<file path="src/rtl/riscv_pkg.sv">
// Shared RV32I core constants: datapath width, writeback source select and load funct3 codes.
package riscv_pkg;

    localparam int unsigned XLEN = 32;

    typedef enum logic [1:0] {
        WB_ALU  = 2'd0,
        WB_MEM  = 2'd1,
        WB_PC4  = 2'd2,
        WB_RSVD = 2'd3
    } wb_sel_e;

    localparam logic [2:0] F3_LB  = 3'b000;
    localparam logic [2:0] F3_LH  = 3'b001;
    localparam logic [2:0] F3_LW  = 3'b010;
    localparam logic [2:0] F3_LBU = 3'b100;
    localparam logic [2:0] F3_LHU = 3'b101;

endpackage

</file>
<file path="src/rtl/mem_wb_stage_load_align.sv">
// Load data alignment: picks the byte/halfword addressed by the low address bits and extends it.
module load_align #(
    parameter int unsigned XLEN = 32
) (
    input  logic [XLEN-1:0] i_raw,
    input  logic [1:0]      i_offset,
    input  logic [2:0]      i_funct3,
    output logic [XLEN-1:0] o_aligned
);
    import riscv_pkg::*;

    logic [7:0]  w_byte;
    logic [15:0] w_half;

    always_comb begin
        case (i_offset)
            2'd0:    w_byte = i_raw[7:0];
            2'd1:    w_byte = i_raw[15:8];
            2'd2:    w_byte = i_raw[23:16];
            default: w_byte = i_raw[31:24];
        endcase
        // Halfword selection ignores offset bit 0.
        w_half = i_offset[1] ? i_raw[31:16] : i_raw[15:0];
    end

    always_comb begin
        case (i_funct3)
            F3_LB:   o_aligned = {{(XLEN-8){w_byte[7]}}, w_byte};
            F3_LBU:  o_aligned = {{(XLEN-8){1'b0}}, w_byte};
            F3_LH:   o_aligned = {{(XLEN-16){w_half[15]}}, w_half};
            F3_LHU:  o_aligned = {{(XLEN-16){1'b0}}, w_half};
            default: o_aligned = i_raw;
        endcase
    end

endmodule

</file>
<file path="src/rtl/mem_wb_stage.sv">
// MEM->WB pipeline register and writeback mux; holds load data across stalls and exports forwarding.
// Optional WB_INSTRET_EN adds a 64-bit retired-instruction counter output.
module mem_wb_stage #(
    parameter int unsigned XLEN      = riscv_pkg::XLEN,
    parameter int unsigned RF_ADDR_W = 5
) (
    input  logic                 clk,
    input  logic                 rst_n,
    input  logic                 in_valid,
    input  logic [RF_ADDR_W-1:0] in_rd,
    input  logic                 in_we,
    input  logic [1:0]           in_wb_sel,
    input  logic [2:0]           in_funct3,
    input  logic [XLEN-1:0]      in_alu,
    input  logic [XLEN-1:0]      in_pc4,
    input  logic                 stall,
    input  logic                 flush,
    input  logic [XLEN-1:0]      dmem_rdata,
    output logic                 rf_w_en,
    output logic [RF_ADDR_W-1:0] rf_w_indx,
    output logic [XLEN-1:0]      rf_w_data,
    output logic                 fwd_valid,
    output logic [RF_ADDR_W-1:0] fwd_rd,
    output logic [XLEN-1:0]      fwd_data,
    output logic                 load_in_wb
`ifdef WB_INSTRET_EN
    ,
    output logic [63:0]          instret
`endif
);
    import riscv_pkg::*;

    logic                 r_valid;
    logic [RF_ADDR_W-1:0] r_rd;
    logic                 r_we;
    logic [1:0]           r_wb_sel;
    logic [2:0]           r_funct3;
    logic [XLEN-1:0]      r_alu;
    logic [XLEN-1:0]      r_pc4;
    logic                 r_hold_valid;
    logic [XLEN-1:0]      r_hold_word;

    logic [XLEN-1:0]      w_raw;
    logic [XLEN-1:0]      w_aligned;
    logic [XLEN-1:0]      w_wdata;
    logic                 w_wr_cand;

    always_ff @(posedge clk or negedge rst_n) begin
        if (!rst_n) begin
            r_valid  <= 1'b0;
            r_rd     <= '0;
            r_we     <= 1'b0;
            r_wb_sel <= '0;
            r_funct3 <= '0;
            r_alu    <= '0;
            r_pc4    <= '0;
        end else if (!stall) begin
            if (flush) begin
                r_valid <= 1'b0;
            end else begin
                r_valid  <= in_valid;
                r_rd     <= in_rd;
                r_we     <= in_we;
                r_wb_sel <= in_wb_sel;
                r_funct3 <= in_funct3;
                r_alu    <= in_alu;
                r_pc4    <= in_pc4;
            end
        end
    end

    // DMEM data is only valid for one cycle; keep the first-stall-cycle word until the stall ends.
    always_ff @(posedge clk or negedge rst_n) begin
        if (!rst_n) begin
            r_hold_valid <= 1'b0;
            r_hold_word  <= '0;
        end else if (!stall) begin
            r_hold_valid <= 1'b0;
        end else if (!r_hold_valid) begin
            r_hold_valid <= 1'b1;
            r_hold_word  <= dmem_rdata;
        end
    end

    assign w_raw = r_hold_valid ? r_hold_word : dmem_rdata;

    load_align #(.XLEN(XLEN)) u_load_align (
        .i_raw     (w_raw),
        .i_offset  (r_alu[1:0]),
        .i_funct3  (r_funct3),
        .o_aligned (w_aligned)
    );

    always_comb begin
        case (r_wb_sel)
            WB_MEM:  w_wdata = w_aligned;
            WB_PC4:  w_wdata = r_pc4;
            default: w_wdata = r_alu;
        endcase
    end

    assign w_wr_cand  = r_valid & r_we & (r_rd != '0);

    assign rf_w_en    = w_wr_cand & ~stall;
    assign rf_w_indx  = r_rd;
    assign rf_w_data  = w_wdata;
    assign fwd_valid  = w_wr_cand;
    assign fwd_rd     = r_rd;
    assign fwd_data   = w_wdata;
    assign load_in_wb = r_valid & (r_wb_sel == WB_MEM);

`ifdef WB_INSTRET_EN
    logic [63:0] r_instret;

    always_ff @(posedge clk or negedge rst_n) begin
        if (!rst_n) begin
            r_instret <= '0;
        end else if (r_valid && !stall) begin
            r_instret <= r_instret + 64'd1;
        end
    end

    assign instret = r_instret;
`endif

endmodule

</file>
<file path="config.mk">
export PLATFORM = sky130hd
export DESIGN_NAME = mem_wb_stage
export DESIGN_NICKNAME = d
export VERILOG_FILES = /design/src/rtl/riscv_pkg.sv /design/src/rtl/mem_wb_stage_load_align.sv /design/src/rtl/mem_wb_stage.sv
export SDC_FILE = /design/constraint.sdc
export NUM_CORES = 1
export LEC_CHECK = 0
export BUFFER_PORTS_ARGS = -buffer_cell sky130_fd_sc_hd__buf_2
export CORE_MARGIN = 5
export CORE_UTILIZATION = 45
export CTS_CLUSTER_SIZE = 25
export DETAILED_ROUTE_END_ITERATION = 8
export HOLD_SLACK_MARGIN = 0.1
export PLACE_DENSITY = 0.72
export SLEW_MARGIN = 5
export SYNTH_ARGS = -nofsm -noshare
export SYNTH_HDL_FRONTEND = slang
export SYNTH_SLANG_ARGS = --single-unit
</file>
<file path="constraint.sdc">
create_clock -name clk -period 2.5 [get_ports clk]
set_input_delay 0 -clock clk [delete_from_list [all_inputs] [get_ports clk]]
set_output_delay 0 -clock clk [all_outputs]
set_load 0.005 [all_outputs]
</file>
==> impl_metrics.tcl <==
set metrics [dict create \
    status "complete, no violations" \
    grt_pass1_wl_um 28500 \
    finalSetupViolations 0 \
    hold_end "r_hold_word[19]" \
    synthesis.nets 616 \
    yosys.area.top_type "dfrtp_1" \
    drive_above_1_share_pct 46.5 \
    num_io_pins 189 \
    dr_wl_met3_um 1340 \
    yosys.area.top_type_share_pct 45.7 \
    track_usage_pct 22.8 \
    cp_slowest_cell "buf_4" \
    grt_pass1_vias 5364 \
    antenna_found_initial 1 \
    period_needed_ns 2.41 \
    ys_ff_latch 109 \
    syn_inst 502 \
    cts-root-buf "clkbuf_16" \
    area_delta_synth_final_pct 37.3 \
    numCtsBuffers 9 \
    reg2reg_from "r_hold_valid" \
    drt_iter0_markers 412 \
    yosys-top-cells-area "dfrtp_1 46%, mux2_2 21%, buf_4 4.7%, mux4_2 3.0%, a21oi_1 2.5%" \
    fp.dieArea_um2 15700 \
    io_buffers 188 \
    synth-async-reset-ratio_pct 100 \
    num_rows 42 \
    holdCritPathClass "in -> reg" \
    clock_sinks 109 \
    ys_seq_area_share_pct 45.7 \
    worstPathArrival_ns 2.41 \
    r2r_end "r_hold_word[4]" \
    firstDrtPassIters 6 \
    seq_area_um2 2730 \
    crit_buf_inv 3 \
    timing.final.crit_share_pct 96.3 \
    cts_tree "built" \
    final_cell_mix "187 x buf_2, 110 x mux2_2, 109 x dlygate4sd3_1, 108 x dfrtp_1, 30 x a21oi_1" \
    slew_headroom_pct 43.8 \
    drc_errors 0 \
    met2_length_um 8860 \
    synth_enable_flop_cells 0 \
    overflow 0 \
    ys_warn_count 0 \
    avgRoutedWirePerCell_um 19.3 \
    fin_util_pct 62.3 \
    crit_path_max_fanout 32 \
    die-width_um 125 \
    top_layer "met4" \
    m1WireLength_um 7400 \
    path_clk_slew_ns 0.07 \
    place_inst 806 \
    worstRegToRegCells 4 \
    synth.avg_cell_area_um2 11.9 \
    worstHoldStart "dmem_rdata[19]" \
    finalHoldViolCount 0 \
    vias 5097 \
    ant_nets 0 \
    gp_routability_congestion 0.838 \
    critPathKind "reg -> out" \
    holdWs_ns 0.128 \
    start_util_pct 45.4 \
    rrSetupSlack_ns 0.78 \
    whs_path_depth 3 \
    max_freq_mhz 415 \
    fillCellCount 1069 \
    fp.dieH_um 125 \
    core_um2 13100 \
    required_ns 2.50 \
    powerDensity_nw_per_um2 655 \
    synthDistinctLibCells 43 \
    max-cap-violations 0 \
    clock_path_buffers 2 \
    routed_wl_um 18100 \
    h-tree-depth 3 \
    clkLatencyLatePin_ns 0.35 \
    place_hpwl_um 12500 \
    vias_per_cell 5.46 \
    syn_area_um2 5960 \
    p_leak_nw 3.68 \
    worstSetupStartpointType "register" \
    fin_cells 934 \
    path_cells "inv_1 -> ha_1 -> buf_4 -> a22o_1 -> nor3_1 -> a21oi_1 -> buf_2" \
    crit_family "buffers and inverters" \
    ir_drop_mv 0.397 \
    layout_commonest_cell "buf_2" \
    skew_ns 0.00375 \
    slew_violations 0 \
    ys.flop_type "dfrtp_1" \
    multi_input_area_um2 2720 \
    slowest_delay_ns 0.39 \
    end_kind "output port" \
    nets 866 \
    max_slew.worst_pin.slew_ns 0.843 \
    grt_max_degree 62 \
]
-- synthesized netlist by cell type, types with 11 or more instances --
master and instances:
dfrtp_1 109, a222oi_1 15, inv_1 12, clkbuf_1 16, nor2_1 17, o21ai_0 19, mux2i_1 11, buf_4 37
a21oi_1 30, buf_2 15, mux2_2 110, o21ai_1 16
-- worst max path at each step --
stage	to	start	cells after the start	slack (ns)
finish	fwd_data[15]	r_wb_sel[0]	7	0.09
global route	rf_w_data[15]	r_wb_sel[0]	7	-0.009
CTS	fwd_data[19]	r_hold_valid	5	0.02
detailed placement	fwd_data[19]	r_wb_sel[0]	6	0.26
global placement	fwd_data[19]	r_wb_sel[0]	6	0.37
floorplan	rf_w_data[16]	r_wb_sel[0]	10	0.47
-- repair_timing --
action | CTS | global route
setup buffers | 0 | 2
setup endpoints to repair | 35 | 36
hold endpoints to repair | 167 | 0
gates resized for setup | 2 | 7
hold buffers | 109 | 0
pin swaps | 1 | 0
-- metrics by stage --
stage,TNS [ns],area (um2),power (W),worst slack (ns)
6_report,0,8190,0.00536,0.0926
5_1_grt,-0.0173,8190,0.00564,-0.00944
3_3_place_gp,0,6760,0.00380,0.368
2_1_floorplan,0,5960,0.00333,0.465
3_5_place_dp,0,6760,0.00385,0.256
4_1_cts,0,8130,0.00532,0.0193
-- worst min-delay path, stage by stage --
cell	delay [ns]
buf_2	0.09
mux2_2	0.20
mux2_2	0.16
-- power by group --
group	leakage [nW]	total, W	switching [W]	internal (W)
logic	2.28	0.00184	0.000889	0.000949
registers	1.28	0.00219	0.000173	0.00202
clock network	0.124	0.00133	0.000627	0.000707
-- cell families (layout without fill, tap and decap cells) --
logic type	count (synthesis)	after routing	synth area share (%)
fa+ha+maj	2	2	0.420
buf+inv	87	342	9.15
compound gates	113	113	12.9
mux	135	135	27.0
simple gates	56	56	4.76
other cells	0	1	0
flops	109	109	45.7
-- area by class of cell --
cell class	instances	share of cell area, %
clock inverter	1	0.0917
antenna	1	0.0306
inverter	12	0.550
timing repair buffer	314	27.0
tap	176	2.69
multi-input combinational	306	33.2
sequential	109	33.3
clock buffer	15	3.15
-- per-layer routing --
layer,GRT usage (%),vias up
li1,-,2312
met1,29.4,2517
met2,37.8,238
met3,4.69,30
met4,8.86,0
met5,0,-
-- sequential cells by signal, summed over array words and instances (netlist names) --
name and count:
r_alu 32, r_hold_word 32, r_pc4 32, fwd_rd 5, r_funct3 3, r_wb_sel 2
r_hold_valid 1, r_valid 1, r_we 1
(Power assumes the default switching activity.)
